===== src/rtl/apb_req_master.sv =====
// ----------------------------------------------------------------------------
// apb_req_master
//   Single-outstanding APB initiator. It accepts one request on a valid/ready
//   channel, runs one APB SETUP/ACCESS transfer, and returns the completion on
//   a valid/ready response channel. A wait-state timeout aborts the transfer
//   if the responder never raises pready.
//
// Ports
//   pclk_i, preset_ni        clock (rising edge), synchronous active-low reset
//   req_*                    request channel (addr, write, wdata, strb, prot)
//   rsp_*                    response channel (rdata, err, timeout)
//   paddr_o .. pstrb_o       APB request signals, driven from latched request
//   pready_i, prdata_i,      APB completion inputs, only looked at in ACCESS
//   pslverr_i
// ----------------------------------------------------------------------------
module apb_req_master #(
  parameter int unsigned AddrWidth     = 32,
  parameter int unsigned DataWidth     = 32,
  parameter int unsigned StrbWidth     = DataWidth / 8,
  parameter int unsigned TimeoutCycles = 16
) (
  input  logic                 pclk_i,
  input  logic                 preset_ni,
  // request channel
  input  logic                 req_valid_i,
  output logic                 req_ready_o,
  input  logic [AddrWidth-1:0] req_addr_i,
  input  logic                 req_write_i,
  input  logic [DataWidth-1:0] req_wdata_i,
  input  logic [StrbWidth-1:0] req_strb_i,
  input  logic [2:0]           req_prot_i,   // apb_pkg::prot_t encoding
  // response channel
  output logic                 rsp_valid_o,
  input  logic                 rsp_ready_i,
  output logic [DataWidth-1:0] rsp_rdata_o,
  output logic                 rsp_err_o,
  output logic                 rsp_timeout_o,
  // APB
  output logic [AddrWidth-1:0] paddr_o,
  output logic [2:0]           pprot_o,
  output logic                 psel_o,
  output logic                 penable_o,
  output logic                 pwrite_o,
  output logic [DataWidth-1:0] pwdata_o,
  output logic [StrbWidth-1:0] pstrb_o,
  input  logic                 pready_i,
  input  logic [DataWidth-1:0] prdata_i,
  input  logic                 pslverr_i
);

  localparam logic [1:0] ST_IDLE   = 2'd0;
  localparam logic [1:0] ST_SETUP  = 2'd1;
  localparam logic [1:0] ST_ACCESS = 2'd2;
  localparam logic [1:0] ST_RESP   = 2'd3;

  localparam int unsigned CntW     = (TimeoutCycles == 0) ? 1 : $clog2(TimeoutCycles + 1);
  localparam bit          TmoEn    = (TimeoutCycles != 0);
  localparam int unsigned TmoLastI = TmoEn ? (TimeoutCycles - 1) : 0;
  localparam logic [CntW-1:0] TmoLast = CntW'(TmoLastI);
  localparam logic [CntW-1:0] CntMax  = {CntW{1'b1}};

  logic [1:0]           state_q, state_d;
  logic [CntW-1:0]      cnt_q, cnt_d;
  logic [AddrWidth-1:0] addr_q, addr_d;
  logic                 write_q, write_d;
  logic [DataWidth-1:0] wdata_q, wdata_d;
  logic [StrbWidth-1:0] strb_q, strb_d;
  logic [2:0]           prot_q, prot_d;
  logic [DataWidth-1:0] rdata_q, rdata_d;
  logic                 err_q, err_d;
  logic                 tmo_q, tmo_d;

  always_comb begin
    state_d = state_q;
    cnt_d   = cnt_q;
    addr_d  = addr_q;
    write_d = write_q;
    wdata_d = wdata_q;
    strb_d  = strb_q;
    prot_d  = prot_q;
    rdata_d = rdata_q;
    err_d   = err_q;
    tmo_d   = tmo_q;
    case (state_q)
      ST_IDLE: begin
        if (req_valid_i) begin
          addr_d  = req_addr_i;
          write_d = req_write_i;
          wdata_d = req_wdata_i;
          // reads never carry strobes on the bus
          strb_d  = req_write_i ? req_strb_i : '0;
          prot_d  = req_prot_i;
          state_d = ST_SETUP;
        end
      end
      ST_SETUP: begin
        cnt_d   = '0;
        state_d = ST_ACCESS;
      end
      ST_ACCESS: begin
        // pready on the threshold cycle still counts as a normal completion
        if (pready_i) begin
          rdata_d = write_q ? '0 : prdata_i;
          err_d   = pslverr_i;
          tmo_d   = 1'b0;
          state_d = ST_RESP;
        end else if (TmoEn && (cnt_q == TmoLast)) begin
          rdata_d = '0;
          err_d   = 1'b1;
          tmo_d   = 1'b1;
          state_d = ST_RESP;
        end else if (cnt_q != CntMax) begin
          cnt_d = cnt_q + CntW'(1);
        end
      end
      ST_RESP: begin
        if (rsp_ready_i) state_d = ST_IDLE;
      end
      default: state_d = ST_IDLE;
    endcase
  end

  always_ff @(posedge pclk_i) begin
    if (!preset_ni) begin
      state_q <= ST_IDLE;
      cnt_q   <= '0;
      addr_q  <= '0;
      write_q <= 1'b0;
      wdata_q <= '0;
      strb_q  <= '0;
      prot_q  <= '0;
      rdata_q <= '0;
      err_q   <= 1'b0;
      tmo_q   <= 1'b0;
    end else begin
      state_q <= state_d;
      cnt_q   <= cnt_d;
      addr_q  <= addr_d;
      write_q <= write_d;
      wdata_q <= wdata_d;
      strb_q  <= strb_d;
      prot_q  <= prot_d;
      rdata_q <= rdata_d;
      err_q   <= err_d;
      tmo_q   <= tmo_d;
    end
  end

  assign req_ready_o   = (state_q == ST_IDLE);
  assign psel_o        = (state_q == ST_SETUP) || (state_q == ST_ACCESS);
  assign penable_o     = (state_q == ST_ACCESS);
  assign rsp_valid_o   = (state_q == ST_RESP);
  assign rsp_rdata_o   = rdata_q;
  assign rsp_err_o     = err_q;
  assign rsp_timeout_o = tmo_q;
  assign paddr_o       = addr_q;
  assign pprot_o       = prot_q;
  assign pwrite_o      = write_q;
  assign pwdata_o      = wdata_q;
  assign pstrb_o       = strb_q;

endmodule


===== config.mk =====
export PLATFORM = sky130hd
export DESIGN_NAME = apb_req_master
export DESIGN_NICKNAME = d
export VERILOG_FILES = /design/src/rtl/apb_req_master.sv
export SDC_FILE = /design/constraint.sdc
export NUM_CORES = 1
export LEC_CHECK = 0
export ABC_AREA = 1
export BUFFER_PORTS_ARGS = -buffer_cell sky130_fd_sc_hd__buf_2
export CAP_MARGIN = 20
export CORE_MARGIN = 2
export CORE_UTILIZATION = 49
export DETAILED_ROUTE_END_ITERATION = 12
export PLACE_DENSITY = 0.94
export SYNTH_ARGS = -nofsm -noshare
export SYNTH_HDL_FRONTEND = slang
export SYNTH_SLANG_ARGS = --single-unit

===== constraint.sdc =====
create_clock -name pclk_i -period 4.7 [get_ports pclk_i]
set_input_delay 0.705 -clock pclk_i [delete_from_list [all_inputs] [get_ports pclk_i]]
set_output_delay 0.705 -clock pclk_i [all_outputs]
set_load 0.03 [all_outputs]

; Word-level counts from Yosys, hierarchy flattened
; Index checks and enable logic that the tools add are counted.
[totals]
ff_bits = 113
ramBits = 0
memories = 0
elab_cells = 46
rom_bits = 0
latch_bits = 0
[classes]
magnitude_cmp = 0
n_eq_ne = 11
add_sub_neg = 1
n_mul = 0
shift = 0
n_div = 0
bitwise_logic = 0
n_mux = 16
reduce_logical = 8
[ops]
columns = op, n
row1 = $mux W32, 3
row2 = $mux W5, 3
row3 = $pmux W5 S2, 1
row4 = $mux W2, 4
row5 = $pmux W2 S4, 1
row6 = $ne A2 B2 Y1 const B, 3
row7 = $add A5 B1 Y5 const B, 1
row8 = $eq A5 B4 Y1 const B, 1
row9 = $ne A5 B5 Y1 const B, 1
row10 = $eq A2 B2 Y1 const B, 2
row11 = $mux W4, 1
row12 = $ne A2 B1 Y1 const B, 2
row13 = $reduce_and A2 Y1, 2
row14 = $reduce_and A4 Y1, 1
row15 = $reduce_bool A2 Y1, 2
row16 = $mux W1, 3
row17 = $ne A3 B1 Y1 const B, 1
row18 = $reduce_and A3 Y1, 1
row19 = $eq A2 B1 Y1 const B, 1
row20 = $logic_not A2 Y1, 1
row21 = $logic_or A1 B1 Y1, 1

; Longest topological paths before layout
[logic_depth]
ltp_word = 5
mapped_depth = 12
ltp_nobuf = 12

; Worst setup path before layout
; OpenSTA, ideal clock, no wires.
[synth_path]
path_kind = register -> output
start = reg state_q[0]
end = out psel_o
stages_incl_launch_ff = 3
arrival_ps = 852
path_buffers = 0
slack_ps = 3143
t_required_ps = 3995
path_cell_list = dfxtp_1 > inv_1 > ha_1
[synth_between]
elab_chain_len = 2
word_cells_on_any_way = 3
[synth_lines]
columns = item, line_no
row1 = from (decl), 62  ; logic [1:0] state_q, state_d;
row2 = from (signal assigned), 136  ; state_q <= state_d;
row3 = $eq A2 B1 Y1 or $eq A2 B2 Y1 (tied branches), 150  ; assign psel_o = (state_q == ST_SETUP) || (state_q == ST_ACCESS);
row4 = $logic_or A1 B1 Y1 *, 150
row5 = to (decl), 41  ; output logic psel_o,
; Mark *: on every way between the ends. The rest lies on a longest branch, timed or not.

; Worst setup path after layout
[layout_path]
start = reg state_q[0]
end = out penable_o
[layout_between]
elab_chain_len = 1
[layout_lines]
columns = item, line_no
row1 = $eq A2 B2 Y1, 151  ; assign penable_o = (state_q == ST_ACCESS);
row2 = to (decl), 42  ; output logic penable_o,
; No other way between the ends.

==> results.md <==
- Run status: finished clean
- Top cells by area in the synthesized netlist: dfxtp_1, nor2_1, o21ai_0, a21oi_1, nand2_1
- Final core utilization: between 60% and 70%
- Clk sinks: 113
- Worst slew pin tran: approximately 900 ps
- Longest Clk Path Bufs: 2
- Worst setup SP type: flop
- Placed insts: 834
- Area Growth Syn to Fin: 37.3%
- Final Hold Viols: 0
- GRT Util Overall: 23.0%
- Final Power: ~3.9 mW
- Vias/cell: between 4 and 5
- Final clock skew: 10.4 ps
- Min Tclk post-route: 2360 ps
- Chip Width: 97.4 µm
- CP max FO: 28
- Worst R2R Setup Slack: 2710 ps
- Ant diodes: 0
- FMAX: 0.424 GHz
- HPWL Detailed: about 7600 µm
- Starting Density: 49.8%
- Top cell type's share of synthesized area: 52.9%
- Post-Syn Instances: about 540
- First-pass GRT wire length: approximately 18000 µm
- Min-Delay Endpoint: pstrb_o[2]$_SDFFE_PN0P_
- Crit end category: output pin
- Crit path DAT: ~1700 ps
- WP data required: 3990 ps
- Syn Nets: between 600 and 700
- Final Cycle Share: 50.2%
- Placer Congestion: approximately 0.8
- H-tree depth: 4
- Leakage power: 2.88 nW
- Clock Latency Late Sink: about 500 ps
- DR DRC count: 0
- Post-route ant nets: 0
- Synthesized area: 4280 µm²
- Final Instance Count excl. Fillers: 865
- DRT Wirelength: about 11000 µm
- VDD IR max: 289 µV
- Hold Path Cell Cnt: 3
- Gr ovfl total: 0
- CTS buffer count: 17
- Initial antenna violation count: 0
- Wire per inst: roughly 13 µm
- Final net count: 862
- Final setup viols: 0
- Critical Path Start: state_q[0]$_SDFFE_PN0P_
- Vias in the first global route: about 4000
- Worst r2r dst: rsp_rdata_o[2]$_SDFFE_PN0P_
- Root Driver: clkbuf_8
- Hold buffers post-CTS: 0
- Post-place setup slack: between 2000 and 3000 ps
- Fin Setup TNS: 0 ps
- Vias: 4316
- Depth of the most critical reg-to-reg path: 8
- Unique masters post-synth: 24
- # resized after CTS: 0
- DR iter-0 viols: 124
- Cell Pwr Density: about 670 nW/µm²
- Syn Area/Cell: 7.86 µm²
- Hold wc startpoint: req_strb_i[2]
- Slew headroom: roughly 40%
- CP Class: flop to output pin
- Port buffer count: roughly 220
- MaxCap Viol Count: 0
- Fillers: 700
- Synth Warn #: 0
- Unrepaired setup endpoints after global routing: false
- Yosys top cell by area: dfxtp_1
- Worst Hold Class: input pin to flop
- Slew Viols, Final: 0
- Io pins: 220
- TritonCTS clock tree: yes
- Clk slew on worst S/H paths: 60 ps
- Largest net degree at the start of global routing: 73
- Num rows: 34
- Die area: 9490 µm²
- Setup repair bufs after CTS: 0
- Flops & latches, synth: 113
- Core ar.: 8590 µm²
- Setup WS post-layout: 2340 ps
- Die Height: 97.4 µm
- Drt pass-1 iters: 5
- Share of cells above drive strength 1: ~34%
- Post-synthesis sequential area ratio: 52.9%
- Reg2reg start: cnt_q[0]$_SDFFE_PN0P_
cells in the mapped netlist:
cell,n
a21boi_1,1
ha_1,7
nand3b_1,1
o21ai_4,1
nand2_1,39
clkbuf_1,18
dfxtp_1,113
buf_1,2
nand3_1,19
a21oi_1,38
nor2_1,152
or2_2,1
buf_6,5
o21ai_0,84
nand2_2,4
inv_1,17
o21ai_1,3
buf_2,13
o21a_1,1
nand4_1,18
buf_4,3
inv_2,2
nor2_2,1
nor2_4,1
worst max-delay path by stage:
stage                             endpoint  slack [ps]  cells after the start
4_1_cts                          penable_o        2310                      4
2_1_floorplan                       psel_o        3140                      2
3_3_place_gp         cnt_q[1]$_SDFFE_PN0P_        2660                      7
6_report                         penable_o        2340                      4
5_1_grt                          penable_o        2260                      4
3_5_place_dp   rsp_rdata_o[2]$_SDFFE_PN0P_        2530                      5
cell families (layout without fill, tap and decap cells):
group	Yosys count	count (layout)	share of synthesized area [%]
and+or+nand+nor	236	236	22.9
adders and majority gates	7	7	2.05
AOI/OAI and AO/OA	128	128	15.4
buffers and inverters	60	273	6.79
DFF	113	113	52.9
state kept, by name, indices dropped and copies added (netlist names):
| register | flops |
|---|---|
| paddr_o | 32 |
| pwdata_o | 32 |
| rsp_rdata_o | 32 |
| cnt_q | 5 |
| pstrb_o | 4 |
| pprot_o | 3 |
| state_q | 2 |
| pwrite_o | 1 |
| rsp_err_o | 1 |
| rsp_timeout_o | 1 |
area by class of cell:
class                      instances  area, µm²  share of cell area [%]
timing repair buffer             223       1130                    19.2
tap                              108        135                    2.30
sequential                       113       2260                    38.5
clock inverter                    10        113                    1.92
clock buffer                      21        439                    7.48
multi-input combinational        371       1730                    29.4
inverter                          19       71.3                    1.21
routing by layer:
layer	track usage [%]	vias to the layer above	routed length [µm]
met3	7.84	14	918
met5	0	-	0
met2	38.6	187	5420
met4	8.87	0	158
met1	27.2	1936	4590
li1	-	2179	-
critical path, cell delays in order (launching register included):
cell and delay [ps]:
dfxtp_1 340, inv_1 100, ha_1 160, buf_4 310, buf_2 260
cell usage in the layout (no fill, tap or decap), types with 3 or more instances in the layout:
master / n
inv_1: 17
clkbuf_16: 16
nor2_1: 152
buf_2: 219
ha_1: 7
nand2_1: 39
nand2_2: 4
o21ai_0: 84
a21oi_1: 38
nand4_1: 18
nand3_1: 19
clkinv_2: 4
dfxtp_1: 113
buf_4: 4
o21ai_1: 3
clkbuf_1: 3
through the flow:
stage,instance area (µm²),hold slack (ps)
5_1_grt,5870,453
4_1_cts,5870,436
6_report,5870,458
2_1_floorplan,4280,464
3_5_place_dp,5320,451
3_3_place_gp,5320,447
power breakdown:
part,internal (mW),leakage [nW],switching [mW]
Combinational,0.411,1.68,1.02
Clock,0.761,0.268,0.418
Sequential,1.19,0.928,0.113
Power figures use the tool's default switching activity.
